File: src/rtl/aes_pkg.sv
// Shared types and constants for the iterative AES encryption controller.
package aes_pkg;

   localparam int BLOCK_W = 128;
   localparam int NR_128  = 10;
   localparam int NR_192  = 12;
   localparam int NR_256  = 14;

   typedef enum logic [1:0] {
      IDLE,
      KEY0,
      ROUND,
      DONE
   } ctrl_state_t;

endpackage

File: src/rtl/aes_round_ctrl.sv
// Iterative AES encryption sequencer: initial AddRoundKey, then NR passes through a shared round datapath.
// Optional feature: define AES_CTRL_ABORT_EN to add an abort input that returns the block to IDLE.
module aes_round_ctrl
   import aes_pkg::*;
#(
   parameter int NR   = NR_128,
   parameter int RK_W = 4
) (
   input  logic                clk,
   input  logic                rst,
`ifdef AES_CTRL_ABORT_EN
   input  logic                abort,
`endif
   input  logic                in_valid,
   output logic                in_ready,
   input  logic [BLOCK_W-1:0]  in_block,
   output logic                rk_req,
   output logic [RK_W-1:0]     rk_idx,
   input  logic                rk_valid,
   input  logic [BLOCK_W-1:0]  rk_data,
   output logic [BLOCK_W-1:0]  dp_state,
   output logic [BLOCK_W-1:0]  dp_key,
   output logic                dp_last,
   input  logic [BLOCK_W-1:0]  dp_result,
   output logic                out_valid,
   input  logic                out_ready,
   output logic [BLOCK_W-1:0]  out_block
);

   ctrl_state_t        cur;
   ctrl_state_t        nxt;
   logic [RK_W-1:0]    round;
   logic [RK_W-1:0]    round_nxt;
   logic [BLOCK_W-1:0] state_q;
   logic [BLOCK_W-1:0] state_nxt;
   logic               last_round;

   assign last_round = (round == RK_W'(NR));
   assign dp_state   = state_q;
   assign dp_key     = rk_data;
   assign out_block  = state_q;

   always_ff @(posedge clk) begin
      if (rst) begin
         cur     <= IDLE;
         round   <= '0;
         state_q <= '0;
      end else begin
         cur     <= nxt;
         round   <= round_nxt;
         state_q <= state_nxt;
      end
   end

   always_comb begin
      nxt       = cur;
      round_nxt = round;
      state_nxt = state_q;
      in_ready  = 1'b0;
      rk_req    = 1'b0;
      rk_idx    = '0;
      dp_last   = 1'b0;
      out_valid = 1'b0;

      case (cur)
         IDLE: begin
            in_ready = 1'b1;
            if (in_valid) begin
               state_nxt = in_block;
               nxt       = KEY0;
            end
         end
         KEY0: begin
            rk_req = 1'b1;
            if (rk_valid) begin
               state_nxt = state_q ^ rk_data;
               round_nxt = RK_W'(1);
               nxt       = ROUND;
            end
         end
         ROUND: begin
            rk_req  = 1'b1;
            rk_idx  = round;
            dp_last = last_round;
            // A missing key stalls the round: state and counter simply hold.
            if (rk_valid) begin
               state_nxt = dp_result;
               if (last_round) begin
                  nxt = DONE;
               end else begin
                  round_nxt = round + RK_W'(1);
               end
            end
         end
         DONE: begin
            out_valid = 1'b1;
            if (out_ready) begin
               nxt       = IDLE;
               round_nxt = '0;
            end
         end
         default: nxt = IDLE;
      endcase

`ifdef AES_CTRL_ABORT_EN
      // Abort outranks key arrival and the output handshake; the partial block is cleared.
      if (abort && (cur != IDLE)) begin
         nxt       = IDLE;
         round_nxt = '0;
         state_nxt = '0;
         out_valid = 1'b0;
      end
`endif
   end

endmodule
File: config.mk
export PLATFORM = sky130hd
export DESIGN_NAME = aes_round_ctrl
export DESIGN_NICKNAME = d
export VERILOG_FILES = /design/src/rtl/aes_pkg.sv /design/src/rtl/aes_round_ctrl.sv
export SDC_FILE = /design/constraint.sdc
export NUM_CORES = 1
export LEC_CHECK = 0
export ABC_CLOCK_PERIOD_IN_PS = 1900
export CORE_AREA = 2 2 304 306
export CTS_BUF_LIST = sky130_fd_sc_hd__clkbuf_16
export CTS_CLUSTER_SIZE = 24
export DETAILED_ROUTE_END_ITERATION = 6
export DIE_AREA = 0 0 306 308
export GPL_ROUTABILITY_DRIVEN = 1
export REMOVE_ABC_BUFFERS = 1
export SYNTH_ARGS = -nofsm -noshare
export SYNTH_HDL_FRONTEND = slang
export SYNTH_SLANG_ARGS = --single-unit
File: constraint.sdc
create_clock -name clk -period 1.9 [get_ports clk]
set_clock_uncertainty 0.05 [all_clocks]
set_input_delay 0.19 -clock clk [delete_from_list [all_inputs] [get_ports clk]]
set_output_delay 0.19 -clock clk [all_outputs]
set_load 0.02 [all_outputs]
==> key figures <==
Floorplan
  • Die W: 306 um
  • Top Ports: between 700 and 800
  • Die ar.: 94250 um2
  • Standard-cell rows: 111
  • Starting Density: 11.65%
  • Core area: 90970 um2
  • DIE HEIGHT: slightly above 300 um

Setup path
  • CP arrival: 2.46 ns
  • CP Data Required Time: approximately 2.2 ns
  • Critical Path Source Type: register
  • WS Path Type: reg2reg
  • Crit Path Max Fanout: 51
  • Cell count of the worst reg-to-reg path: 6
  • Critical path origin: cur[0]$_SDFFE_PP0P_
  • CP endpoint kind: register
  • Reg2reg start: cur[0]$_SDFFE_PP0P_

Synth
  • Synth unique cells: 36
  • Synth top area share: 25.31%
  • Synth area leaders: dfxtp_1 25%, buf_4 18%, o41ai_1 11%, a221oi_1 11%, xor2_1 11%
  • Post-synth top area cell: dfxtp_1
  • Syn avg cell area: 8.639 um2
  • Post-synth EDFFs: 0
  • Asr flop ratio synth: 0%
  • Mapped Cells: 1227
  • Most used flip-flop cell after synthesis: dfxtp_1
  • Post-Syn Area: 10600 um2
  • Register area share after synthesis: 25.31%
  • Yosys reg bits: 134
  • Count of warnings emitted by yosys: 0

Global route
  • Initial antenna violation count: 20
  • Met1 Usage GRT: 17.00%
  • First-pass GRT wire length: between 90 and 100 mm
  • GRT busiest layer: met2
  • Vias in the first global route: 12290
  • Gr usage total: approximately 14%
  • Global Route met3 Usage: 4.666%
  • Total grt overflow: 0
  • Routing usage on met2: 22.70%
  • Largest net degree at the start of global routing: 102

STA
  • Tmin final: 2.159 ns
  • Final setup vio count: 133
  • RSZ-0062 raised after global routing: true
  • Final Hold Viols: 0
  • Final WS setup: -0.2586 ns
  • Tcrit/Tclk final: 113.6%
  • Max Clk Rate: approximately 0.46 GHz
  • Worst-Margin Slew: between 0.8 and 0.9 ns
  • Total negative setup slack: -18.16 ns
  • Max Slew Vio Count: 0
  • Max_slew headroom: 45.81%

Clocking
  • CTS Sinks: 134
  • Clk pin slew, worst setup/hold paths: 0.08 ns
  • Clock root cell: clkbuf_16
  • # H-tree levels: 4
  • Max Root-Sink Buffers: 2
  • TritonCTS Buffers: 17
  • CTS tree: built
  • Worst skew pair latency: 0.48 ns
  • Hold_buf cts: 0

Drt
  • Drt total wl: 70.87 mm
  • Via count: 12617
  • Wire per inst: 24.28 um
  • Post-route antenna net violation count: 0
  • DRC violations left: 0
  • Vias/cell: 4.322
  • DRT iter0 DRCs: 836
  • Pre-Repair DR Iteration Count: 5

Min path
  • Worst hold path depth: 3
  • Worst hold start: rst
  • Hold Crit Class: in2reg

Pwr
  • Max VDD drop: 0.9377 mV
  • PwrDens: around 1800 nW/um2
  • Leakage: 7.727 nW

Placed design
  • IO Port Bufs: 780
  • Hpwl dp: slightly above 50 mm
  • Gpl congestion: roughly 0.86
  • Placed Instance Area: 18240 um2

Finish
  • Synth-to-Final Area Change: 89.94%
  • Cell area after layout: 20130 um2
  • Commonest cells after routing, fill and taps aside: 709 x clkdlybuf4s50_1, 131 x dfxtp_1, 128 x xor2_1, 128 x nor2_1, 107 x a221oi_1
  • Most common cell after layout, fill and taps aside: clkdlybuf4s50_1
  • Layout cells sized above 1: 14.19%
  • Fin nets: 2111
  • Layout fillers: 9929

Outcome
  • Failing checks: setup timing
  • Status: finished with violations

Job
  • Max-Cap Viols: 0
-- kinds of logic after synthesis --
logic type	count (synthesis)	share of synthesized area (%)
DFF	134	25.31
and+or+nand+nor	154	6.020
buffers and inverters	407	24.46
AOI/OAI and AO/OA	396	32.72
adders and majority gates	7	0.8262
xor gates and xnor gates	128	10.58
muxes	1	0.09443
-- sequential cells by signal (all words and copies together), names as in the netlist --
name,cells
cur,2
round,4
dp_state,128
-- worst max-delay path, cell delays in order, from the launching register on --
cell	delay (ns)
dfxtp_1	0.32
buf_4	0.15
ha_4	0.16
o21ba_4	0.23
buf_4	0.28
o311ai_0	0.59
o41ai_2	0.16
-- power by group --
part	switching, W	internal [W]
Combinational	0.0140	0.0114
Sequential	0.00228	0.00435
Clock	0.00155	0.00231
-- layer usage --
| metal | vias to the layer above | part of all wire (%) |
|---|---|---|
| li1 | 5527 | - |
| met1 | 6214 | 41 |
| met2 | 734 | 48 |
| met3 | 126 | 8.5 |
| met4 | 16 | 2.7 |
| met5 | - | 0.14 |
-- cell type report --
| cell class | instances | area (um2) | area share (%) |
|---|---|---|---|
| Antenna cell | 6 | 15.01 | 0.07457 |
| Clock buffer | 17 | 425.4 | 2.113 |
| Clock inverter | 14 | 211.5 | 1.050 |
| Inverter | 7 | 48.80 | 0.2424 |
| Multi-Input combinational cell | 686 | 6180 | 30.69 |
| Sequential cell | 134 | 2689 | 13.35 |
| Tap cell | 1186 | 1484 | 7.370 |
| Timing Repair Buffer | 869 | 9081 | 45.10 |
-- what timing repair did --
item,4_1_cts,5_1_grt
pin swaps,3,13
setup buffers,9,6
setup endpoints to repair,190,153
gates cloned,6,4
gates resized for setup,123,126
-- Yosys cell counts, types with 2 or more instances --
cell type,n
clkbuf_1,128
o311ai_0,115
buf_2,2
or4_1,3
inv_1,7
nor2_1,130
nand2b_1,3
nand2_1,4
nand3b_1,2
ha_1,7
o41ai_1,129
nor2b_1,3
o311ai_1,15
and2_1,2
a221oi_1,128
buf_4,257
dfxtp_1,134
buf_6,13
xor2_1,128
-- worst paths after layout --
check,to,slack (ns)
setup reg to reg,dp_state[51]$_SDFFE_PP0P_,-0.26
hold reg to reg,dp_state[74]$_SDFFE_PP0P_,0.48
hold / removal,round[2]$_SDFFE_PP0P_,0.08
setup / recovery,dp_state[51]$_SDFFE_PP0P_,-0.26
-- stage by stage --
stage	worst slack, ns	utilization [%]	instances	hold slack (ns)	power (W)
5_1_grt	-0.3009	22.12	2915	0.04648	0.03767
2_1_floorplan	-5.800	-	827	0.2094	0.01247
4_1_cts	-0.1614	21.30	2903	0.05687	0.03438
3_3_place_gp	-0.1762	20.05	2857	0.4590	0.02895
3_5_place_dp	-0.2125	20.05	2857	0.4709	0.02906
6_report	-0.2586	22.13	2919	0.08145	0.03589
Note: power is estimated with default switching activity, not from simulation.
